### src/rtl/pipe_pkg.sv
// Shared MEM-stage types: FSM state encoding, datapath widths, small decode helper.
package pipe_pkg;
  localparam int DW         = 32;
  localparam int REG_ADDR_W = 5;

  typedef enum logic {
    IDLE = 1'b0,
    WAIT = 1'b1
  } state_t;

  function automatic logic is_mem_op(input logic rd, input logic wr);
    return rd | wr;
  endfunction
endpackage

### src/rtl/mem_timeout_ctr.sv
// Counts cycles spent waiting for a memory ack; expire is combinational on the last allowed cycle.
module mem_timeout_ctr #(
  parameter int TIMEOUT = 16
) (
  input  logic clk,
  input  logic rst,
  input  logic clear,
  input  logic enable,
  output logic expire
);
  localparam int            CW   = $clog2(TIMEOUT);
  localparam logic [CW-1:0] LAST = CW'(TIMEOUT - 1);

  logic [CW-1:0] r_count;

  // Saturates at LAST so a non-power-of-two TIMEOUT never wraps.
  always_ff @(posedge clk) begin
    if (rst || clear) begin
      r_count <= '0;
    end else if (enable && (r_count != LAST)) begin
      r_count <= r_count + 1'b1;
    end
  end

  assign expire = enable && (r_count == LAST);
endmodule

### src/rtl/mem_access_stage.sv
// MEM stage: req/ack data-memory access, branch resolve, stall, MEM/WB register (ALU ops 1 cycle, loads ack+1).
// Stall holds EX/MEM for the whole transaction; optional MISALIGN_CHECK_EN rejects unaligned accesses.
module mem_access_stage #(
  parameter int DW      = pipe_pkg::DW,
  parameter int TIMEOUT = 16
) (
  input  logic                          clk,
  input  logic                          rst,
  input  logic [DW-1:0]                 BPC_in,
  input  logic [pipe_pkg::REG_ADDR_W-1:0] gprDes_in,
  input  logic [DW-1:0]                 aluOut_in,
  input  logic [DW-1:0]                 gprB_in,
  input  logic                          zero_in,
  input  logic                          pcSel_in,
  input  logic                          memR_in,
  input  logic                          memW_in,
  input  logic                          regW_in,
  input  logic                          memToR_in,
  output logic                          dm_req,
  output logic                          dm_we,
  output logic [DW-1:0]                 dm_addr,
  output logic [DW-1:0]                 dm_wdata,
  input  logic                          dm_ack,
  input  logic [DW-1:0]                 dm_rdata,
  output logic                          stall,
  output logic                          br_taken,
  output logic [DW-1:0]                 br_target,
  output logic                          wb_regW,
  output logic [pipe_pkg::REG_ADDR_W-1:0] wb_gprDes,
  output logic [DW-1:0]                 wb_data,
  output logic                          bus_err
`ifdef MISALIGN_CHECK_EN
  ,
  output logic                          misalign_err
`endif
);
  import pipe_pkg::state_t;
  import pipe_pkg::IDLE;
  import pipe_pkg::WAIT;
  import pipe_pkg::REG_ADDR_W;
  import pipe_pkg::is_mem_op;

  state_t                r_state;
  logic                  r_dm_req;
  logic                  r_dm_we;
  logic [DW-1:0]         r_dm_addr;
  logic [DW-1:0]         r_dm_wdata;
  logic                  r_wb_regW;
  logic [REG_ADDR_W-1:0] r_wb_gprDes;
  logic [DW-1:0]         r_wb_data;
  logic                  r_bus_err;

  logic w_mem_op;
  logic w_misalign;
  logic w_issue;
  logic w_expire;

  assign w_mem_op = is_mem_op(memR_in, memW_in);

`ifdef MISALIGN_CHECK_EN
  logic r_misalign_err;
  assign w_misalign   = w_mem_op && (aluOut_in[1:0] != 2'b00);
  assign misalign_err = r_misalign_err;
`else
  assign w_misalign = 1'b0;
`endif

  assign w_issue = w_mem_op && !w_misalign;

  mem_timeout_ctr #(.TIMEOUT(TIMEOUT)) u_timeout (
    .clk    (clk),
    .rst    (rst),
    .clear  (r_state == IDLE),
    .enable (r_state == WAIT),
    .expire (w_expire)
  );

  // The held EX/MEM fields stay valid across WAIT, so write-back reads them at ack time.
  always_ff @(posedge clk) begin
    if (rst) begin
      r_state     <= IDLE;
      r_dm_req    <= 1'b0;
      r_dm_we     <= 1'b0;
      r_dm_addr   <= '0;
      r_dm_wdata  <= '0;
      r_wb_regW   <= 1'b0;
      r_wb_gprDes <= '0;
      r_wb_data   <= '0;
      r_bus_err   <= 1'b0;
`ifdef MISALIGN_CHECK_EN
      r_misalign_err <= 1'b0;
`endif
    end else begin
      r_bus_err <= 1'b0;
`ifdef MISALIGN_CHECK_EN
      r_misalign_err <= 1'b0;
`endif
      case (r_state)
        IDLE: begin
          if (w_issue) begin
            r_dm_req   <= 1'b1;
            r_dm_we    <= memW_in;
            r_dm_addr  <= aluOut_in;
            r_dm_wdata <= gprB_in;
            r_wb_regW  <= 1'b0;
            r_state    <= WAIT;
          end else if (w_mem_op) begin
            r_wb_regW <= 1'b0;
`ifdef MISALIGN_CHECK_EN
            r_misalign_err <= 1'b1;
`endif
          end else begin
            r_wb_regW   <= regW_in;
            r_wb_gprDes <= gprDes_in;
            r_wb_data   <= aluOut_in;
          end
        end
        WAIT: begin
          if (dm_ack) begin
            r_dm_req    <= 1'b0;
            r_wb_regW   <= regW_in && !memW_in;
            r_wb_gprDes <= gprDes_in;
            r_wb_data   <= memToR_in ? dm_rdata : aluOut_in;
            r_state     <= IDLE;
          end else if (w_expire) begin
            r_dm_req  <= 1'b0;
            r_wb_regW <= 1'b0;
            r_bus_err <= 1'b1;
            r_state   <= IDLE;
          end else begin
            r_wb_regW <= 1'b0;
          end
        end
        default: r_state <= IDLE;
      endcase
    end
  end

  assign stall     = (r_state == IDLE) ? w_issue : (!dm_ack && !w_expire);
  assign br_taken  = pcSel_in & zero_in;
  assign br_target = BPC_in;

  assign dm_req    = r_dm_req;
  assign dm_we     = r_dm_we;
  assign dm_addr   = r_dm_addr;
  assign dm_wdata  = r_dm_wdata;
  assign wb_regW   = r_wb_regW;
  assign wb_gprDes = r_wb_gprDes;
  assign wb_data   = r_wb_data;
  assign bus_err   = r_bus_err;
endmodule
### config.mk
export PLATFORM = sky130hd
export DESIGN_NAME = mem_access_stage
export DESIGN_NICKNAME = d
export VERILOG_FILES = /design/src/rtl/pipe_pkg.sv /design/src/rtl/mem_timeout_ctr.sv /design/src/rtl/mem_access_stage.sv
export SDC_FILE = /design/constraint.sdc
export NUM_CORES = 1
export LEC_CHECK = 0
export ABC_CLOCK_PERIOD_IN_PS = 1650
export CORE_ASPECT_RATIO = 1.1
export CORE_MARGIN = 2
export CORE_UTILIZATION = 38
export CTS_BUF_LIST = sky130_fd_sc_hd__clkbuf_8 sky130_fd_sc_hd__clkbuf_16
export CTS_CLUSTER_SIZE = 25
export DETAILED_ROUTE_END_ITERATION = 12
export PLACE_DENSITY = 0.81
export SLEW_MARGIN = 20
export SYNTH_ARGS = -nofsm -noshare
export SYNTH_HDL_FRONTEND = slang
export SYNTH_SLANG_ARGS = --single-unit
### constraint.sdc
create_clock -name clk -period 1.65 [get_ports clk]
set_input_delay 0.2475 -clock clk [delete_from_list [all_inputs] [get_ports clk]]
set_output_delay 0.2475 -clock clk [all_outputs]
set_load 0.01 [all_outputs]
Word-level counts from Yosys, hierarchy flattened
Cells that the tools add are included.

operators by class
  $add $sub $neg = 1
  multiply operators = 0
  divide/modulo/power cells = 0
  $lt $le $gt $ge = 0
  equality and inequality tests = 6
  shifts and indexed selects = 0
  mux-type cells = 20
  bitwise logic cells = 3
  reductions and logical operators = 12

operators by type and width
  operator                                                          count
  32-bit two-way mux                                                3
  32-bit case mux with 2 select lines                               1
  1-bit two-way mux                                                 10
  5-bit two-way mux                                                 2
  5-bit case mux with 2 select lines                                1
  2-bit != test (second input constant)                             3
  1-bit case mux with 2 select lines                                3
  2-bit AND reduction                                               3
  4-bit by 1-bit adder with 4-bit output (second input constant)    1
  4-bit == test (second input constant)                             1
  1-bit logical AND                                                 4
  4-bit != test (second input constant)                             1
  1-bit zero test                                                   3
  3-bit by 2-bit != test with 1-bit output (second input constant)  1
  3-bit OR reduction                                                1
  1-bit AND                                                         1
  1-bit logical OR                                                  1
  1-bit inverter                                                    1
  1-bit bitwise OR                                                  1

word-level totals
  register bits after elaboration = 110
  bits in latches = 0
  RAM bits = 0
  ROM bits = 0
  bits of input ports = 142
  output and inout bits = 139
  word-level logic and storage cells = 52
  memories kept = 0

Logic depth before layout (Yosys ltp)
Gate-level depths: netlist of the first run.

  depth in word-level cells = 5
  mapped depth = 6
  gate-level depth less buffers = 4

Modules after synthesis
A second synthesis of the first run with hierarchy kept.

unflattened totals
  cells, all modules = 530
  area total of the unflattened synthesis = 4739.5 um^2

by module, submodules not included
  module            times used  cells an instance  area each (um^2)  seq. area each (um^2)
  mem_access_stage  1           507                4548.1            2122.0
  mem_timeout_ctr   1           23                 191.4             80.1

Worst setup path before layout of the first run
OpenSTA, ideal clock, no wires.

  path kind = register -> output
  start point = reg r_state
  end point = out stall
  arrival = 1.046 ns
  data required time = 1.402 ns
  slack = 0.357 ns
  cell stages (with the launch flop) = 5
  path buffers = 2
  path through = dfxtp_1 buf_2 o21bai_1 clkbuf_1 nand2_1

on the way
  word-level cells in the longest chain between the ends = 4

RTL lines
  what                    line                     source
  start, declared         mem_access_stage.sv:43   state_t r_state;
  start signal, assigned  mem_access_stage.sv:81   r_state <= IDLE;
  start signal, assigned  mem_access_stage.sv:106  r_state <= WAIT;
  start signal, assigned  mem_access_stage.sv:124  r_state <= IDLE;
  1-bit logical AND       mem_timeout_ctr.sv:25    assign expire = enable && (r_count == LAST);
  1-bit zero test         mem_access_stage.sv:139  assign stall = (r_state == IDLE) ? w_issue : (!dm_ack && !w_expire);
  1-bit logical AND       mem_access_stage.sv:139
  1-bit two-way mux *     mem_access_stage.sv:139
  end, declared           mem_access_stage.sv:25   output logic stall,

Mark *: on every way between the ends. The rest lies on a longest branch, timed or not.

Worst setup path after layout of the first run
  start point = in pcSel_in
  end point = out br_taken

on the way
  word-level cells in the longest chain between the ends = 1

RTL lines
  what             line                     source
  start, declared  mem_access_stage.sv:14   input logic pcSel_in,
  1-bit AND        mem_access_stage.sv:140  assign br_taken = pcSel_in & zero_in;
  end, declared    mem_access_stage.sv:26   output logic br_taken,

No other way between the ends.

==> impl_metrics.toml, run 1 <==
[floorplanning]
rows = 42
initial_core_util = 0.3898
die-area_sq_um = 13250
die_width_microns = 109.9
pin_count = 281
die_h_microns = 120.5
core_sq_um = 12030

[power]
pwr-share-seq = 0.434
power_leakage_uw = 0.002821
power_switching_uw = 1767
p_int_uw = 5105
ir_worst_vdd_mv = 0.5415
combPwrFrac = 0.229
clkPwrFrac = 0.337
power_density_nw_per_um2 = 956.9
switching_share = 0.2571

[global_routing]
grt_pass1_vias = 4257
antenna_found_initial = 1
grt_max_degree = 52
grt_pass1_wl_microns = 21020
gr-total-overflow = 0
track_usage = 0.2016

[synthesis]
synth.avg_cell_area_sq_um = 8.935
synth_area_sq_um = 4691
synthCells = 525
yosys.area.top_type = "dfxtp_1"
synth_cell_type_count = 31
ys_top_cells_by_area = "dfxtp_1, nand2_1, a221oi_2"
syn-num-nets = 668
synth_top_area_frac = 0.4695
yosysSeqAreaShare = 0.4695
ys_ff_latch = 110
yosys_warnings = 0

[worst_hold_path]
hold_path.class = "in2reg"

[cts]
cts_sinks = 110
clkLatencyLatePin_ps = 340
root_buffer = "clkbuf_16"
h-tree-depth = 3
clk_path_buf_depth = 2
ctsHoldBuffers = 0
clkTransAtPathRegs_ps = 70
cts_tree = "done"
numCtsBuffers = 9

[timing]
min_period_ps = 1581
whs_ps = 397.1
slew_headroom = 0.6308
max_freq_mhz = 632.7
setup_ws_ps = 69.50
fin_skew_ps = 5.626
slew_violations = 0
setup_tns_ps = 0
setup_viol = 0
rsz0062_at_grt = "false"
tightestPinTransition_ps = 553.8
min_period_over_period = 0.9579
hold_violations = 0

[layout]
n_antenna_cell = 0
layout_common_cells = "clkdlybuf4s50_1, nand2_1, dfxtp_1"
nets = 841
syn2layout_area_growth_pct = 53.08
drive_gt1_frac = 0.1053
stdcell_area_sq_um = 7181
final_common_cell = "clkdlybuf4s50_1"

[drt]
top_layer_used = "met4"
routed_via_density = 5.015
firstDrtPassIters = 4
avgRoutedWirePerCell_microns = 16.05
antenna_left = 0
wl_met2_microns = 6983
drc_errors = 0
via_count = 4298
wl_met1_microns = 5455
wl_microns = 13750
drtIter0Drc = 175
wl_met3_microns = 906

[worst_setup_path]
r2r_cells = 3
crit_arrival_ps = 1330
worstSetupStartpoint = "pcSel_in"
endpoint = "br_taken"
path_max_fanout = 1
worst-r2r-setup-slack_ps = 260
crit_type = "in2out"
required_ps = 1400
endpoint_kind = "primary output"
r2r_end = "wb_data[4]$_SDFFE_PP0P_"
rr_startpoint = "r_state$_SDFF_PP0_"
start_kind = "input port"

[place]
dpl-instance-area_sq_um = 6819
preCtsSetupSlack_ps = -184.1
globalplace.congestion = 0.7712
dp.final_hpwl_microns = 10140
io_buffers = 216

[run]
maxCapViolCount = 0

[status]
outcome = "complete, no violations"
cells by family after synthesis:
kind of cell | synth area share
AO/OA/AOI/OAI | 0.1833
AND/OR/NAND/NOR | 0.1667
flip-flops | 0.4695
multiplexers | 0.07042
adder cells (fa/ha/maj) | 0.002667
buffers and inverters | 0.1056
XOR/XNOR | 0.001868
routing by layer:
layer / up-vias / global-route usage
li1: 2093 / -
met1: 2022 / 0.2328
met2: 146 / 0.3497
met3: 37 / 0.04151
met4: 0 / 0.09573
met5: - / 0
power groups by stage:
stage	logic [uW]	clock network, uW	registers (uW)
finish	1570	2310	2980
global route	1690	2480	3010
CTS	1590	2360	2980
detailed placement	1580	0	3040
global placement	1540	0	3030
floorplan	688	0	3130
worst min path at each step:
| stage | startpoint | to | slack, ps | cells after the start |
|---|---|---|---|---|
| final | rst | dm_wdata[23]$_SDFFE_PP0P_ | 400 | 2 |
| after global routing | rst | dm_wdata[23]$_SDFFE_PP0P_ | 420 | 2 |
| after CTS | rst | dm_wdata[23]$_SDFFE_PP0P_ | 400 | 2 |
| after detailed placement | dm_addr[21]$_SDFFE_PP0P_ | dm_addr[21]$_SDFFE_PP0P_ | 450 | 2 |
| after global placement | dm_wdata[20]$_SDFFE_PP0P_ | dm_wdata[20]$_SDFFE_PP0P_ | 440 | 2 |
| after floorplan | memW_in | wb_regW$_SDFF_PP0_ | 320 | 1 |
cell usage after synthesis:
cell type,instances
and2_1,2
nand2_2,1
a211oi_1,1
nand2b_1,1
nor3_1,4
xnor2_1,1
a221oi_1,7
nand2_1,131
clkbuf_1,17
a31oi_1,2
o21bai_1,1
o21ba_2,1
mux2i_1,33
nor4b_1,1
nor2b_1,1
ha_1,1
nor2_1,40
o21ai_0,6
a221oi_2,25
buf_12,2
nand3_1,2
or3_4,1
buf_4,40
buf_2,13
inv_1,1
nand2b_4,1
a21oi_1,71
buf_6,2
nand3b_1,5
or2b_1,1
dfxtp_1,110
repair_timing:
item | 4_1_cts | 5_1_grt
endpoints found under the setup margin | 1 | 1
resized for setup | 7 | 5
gates cloned | 0 | 0
buffers inserted | 1 | 0
hold endpoints to repair | 0 | 0
pin swaps | 1 | 1
final cells by class:
cell class	count	area (sq um)
clock buffers	10	239.0
repair buffers	236	2417
flip-flops and latches	110	2206
fillers	1037	4853
clock inverters	6	86.33
multi-input cells	340	2036
inverters	1	3.754
well taps	154	192.7
state kept, by name (all words and copies together), names as in the netlist, 4 cells and up:
register / cells
wb_gprDes: 5
dm_wdata: 32
wb_data: 32
dm_addr: 32
u_timeout.r_count: 4
worst max-delay path: stages:
cell             delay (ps)
clkdlybuf4s50_1         450
and2_1                  110
clkdlybuf4s50_1         530
through the flow:
step	power, uW	cells	util
after global routing	7174	857	0.5967
after global placement	4574	840	0.5666
final	6872	857	0.5967
after detailed placement	4624	840	0.5666
after floorplan	3814	525	-
after CTS	6929	857	0.5967
No activity file was read; power rests on OpenSTA's default activity.
==> run 2, diff against run 1 <==
--- a/config.mk
+++ b/config.mk
@@ -5,6 +5,7 @@
 export SDC_FILE = /design/constraint.sdc
 export NUM_CORES = 1
 export LEC_CHECK = 0
+export ABC_AREA = 1
 export ABC_CLOCK_PERIOD_IN_PS = 1650
 export CORE_ASPECT_RATIO = 1.1
 export CORE_MARGIN = 2
@@ -12,7 +13,7 @@
 export CTS_BUF_LIST = sky130_fd_sc_hd__clkbuf_8 sky130_fd_sc_hd__clkbuf_16
 export CTS_CLUSTER_SIZE = 25
 export DETAILED_ROUTE_END_ITERATION = 12
-export PLACE_DENSITY = 0.81
+export PLACE_DENSITY = 0.8
 export SLEW_MARGIN = 20
 export SYNTH_ARGS = -nofsm -noshare
 export SYNTH_HDL_FRONTEND = slang
==> run 2 against run 1 <==
Final cell count rose by 22%. Worst setup slack improved by 15 ps. Utilization fell by 0.63 points. Design area rose by 3.1%. First-iteration DRC count rose by 57%. Area after synthesis rose by 3.6%. Die area rose by 3.4%.
==> impl_metrics.toml, run 2 <==
[drt]
via_count = 5023
routed_via_density = 4.807
firstDrtPassIters = 4
antenna_left = 0
wl_microns = 14950
drtIter0Drc = 275
avgRoutedWirePerCell_microns = 14.31
drc_errors = 0

[synthesis]
ys_ff_latch = 110
async_reset_ff_frac = 0
synth.avg_cell_area_sq_um = 6.852
synth_top_area_frac = 0.4533
synth_cell_type_count = 21
ys_top_cells_by_area = "dfxtp_1, nor2_1, nand2_1"
yosysSeqAreaShare = 0.4533
yosysMostFrequentCell = "nor2_1"
ys.flop_type = "dfxtp_1"
yosys.area.top_type = "dfxtp_1"
synth_area_sq_um = 4858
synthCells = 709
synth_edf_count = 0
syn-num-nets = 852
yosys_warnings = 0
synth.top_cells.by_count = "nor2_1, nand2_1, dfxtp_1"

[worst_setup_path]
r2r_end = "wb_data[28]$_SDFFE_PP0P_"
path_max_fanout = 1
crit_slowest_cell = "clkdlybuf4s50_1"
rr_startpoint = "r_state$_SDFF_PP0_"
worst-r2r-setup-slack_ps = 250
crit_chain = "clkdlybuf4s50_1, nand2_1, inv_1, clkdlybuf4s50_1"
slowest_delay_ps = 520
crit_path_frequent_cell = "clkdlybuf4s50_1"
crit_arrival_ps = 1320
r2r_cells = 7
endpoint_kind = "primary output"
crit_type = "in2out"
start_kind = "input port"
required_ps = 1400

[timing]
min_period_ps = 1566
setup_tns_ps = 0
slew_headroom = 0.8331
min_period_over_period = 0.9489
max_freq_mhz = 638.7
fin_skew_ps = 8.420
hold_violations = 0
slew_violations = 0
rsz0062_at_grt = "false"
tightestPinTransition_ps = 250.3
setup_viol = 0
whs_ps = 458.8

[global_routing]
grt_max_degree = 58
grt_pass1_vias = 4716
antenna_found_initial = 0
grtUsageMet2 = 0.3629
track_usage = 0.2159
use_met1 = 0.2624
grt_pass1_wl_microns = 23900
grt-busiest-layer = "met2"
gr-total-overflow = 0
grt_use_met3 = 0.04790

[layout]
drive_gt1_frac = 0.05743
fin_util = 0.5904
final_common_cell = "clkdlybuf4s50_1"
seqCellArea_sq_um = 2208
nets = 1026
multi_input_area_sq_um = 2029
syn2layout_area_growth_pct = 52.33
final_cells = 1045
fillers = 1144
layout_common_cells = "clkdlybuf4s50_1, nor2_1, nand2_1"
n_antenna_cell = 0

[place]
globalplace.congestion = 0.7756
dp.final_hpwl_microns = 10350
placed_cells = 1029
io_buffers = 216

[power]
power_density_nw_per_um2 = 976.5
ir_worst_vdd_mv = 0.6026
power_switching_uw = 2011
clkPwrFrac = 0.331
power_leakage_uw = 0.003292
pwr-share-seq = 0.420
switching_share = 0.2782
p_int_uw = 5216
combPwrFrac = 0.249

[cts]
clkLatencyLatePin_ps = 350
clkTransAtPathRegs_ps = 70
post_cts_buffers = 0
numCtsBuffers = 9
clk_path_buf_depth = 2
h-tree-depth = 3
ctsHoldBuffers = 0
root_buffer = "clkbuf_16"
cts_sinks = 110
cts_tree = "done"

[status]
outcome = "complete, no violations"

[floorplanning]
rows = 43
die_width_microns = 111.8
die-area_sq_um = 13710
initial_core_util = 0.3876
die_h_microns = 122.6
core_sq_um = 12540
pin_count = 281

[run]
maxCapViolCount = 0

[worst_hold_path]
min_from = "regW_in"
min_to = "wb_regW$_SDFF_PP0_"
hold_path.class = "in2reg"
holdPathStages = 3
==> run 2: what timing repair did <==
action	in CTS	in global routing
endpoints found under the setup margin	1	1
gates resized for setup	6	3
endpoints found under the hold margin	0	0
==> run 2: area by class of cell <==
| type | count | area share |
|---|---|---|
| multi-input combinational | 476 | 0.2742 |
| sequential | 110 | 0.2984 |
| timing repair buffer | 239 | 0.3324 |
| clock inverter | 7 | 0.01420 |
| clock buffer | 9 | 0.03043 |
| tap | 157 | 0.02654 |
| inverter | 47 | 0.02384 |
==> run 2: stage by stage <==
step	worst slack (ps)	power (uW)	area [sq um]
2_1_floorplan	480.7	3956	4858
3_3_place_gp	-49.55	4869	7043
3_5_place_dp	-63.69	4893	7043
4_1_cts	6.281	7298	7387
5_1_grt	10.32	7607	7401
6_report	84.28	7227	7401
==> run 2: power groups by stage <==
stage	sequential (uW)	combinational, uW	clock, uW
floorplan	3200	751	0
global placement	3090	1780	0
detailed placement	3100	1800	0
CTS	3040	1810	2460
global route	3070	1970	2570
finish	3030	1800	2390
==> run 2: how the worst max path moves through the flow <==
stage / start / endpoint / slack [ps] / cells past startpoint
final: pcSel_in / br_taken / 80 / 4
after global routing: u_timeout.r_count[1]$_SDFFE_PP0P_ / stall / 10 / 5
after CTS: u_timeout.r_count[1]$_SDFFE_PP0P_ / stall / 6 / 5
after detailed placement: memW_in / stall / -60 / 4
after global placement: memW_in / stall / -50 / 4
after floorplan: u_timeout.r_count[0]$_SDFFE_PP0P_ / stall / 480 / 4
==> run 2: critical path, delay by kind of cell <==
| kind | cells | cell delay (ps) |
|---|---|---|
| simple gates | 1 | 50 |
| buf+inv | 3 | 1020 |
==> run 2: metal layers <==
layer,part of all wire,routed length (microns),vias to the layer above
met2,0.47,7064,197
met1,0.42,6284,2259
li1,-,-,2523
met5,0,0,-
met4,0.037,547,0
met3,0.071,1058,44
==> run 2: cells by family after synthesis <==
group	Yosys count	synth area share
and+or+nand+nor	404	0.3345
DFF	110	0.4533
adders and majority gates	1	0.002575
buffers and inverters	123	0.1352
AOI/OAI and AO/OA	71	0.07443
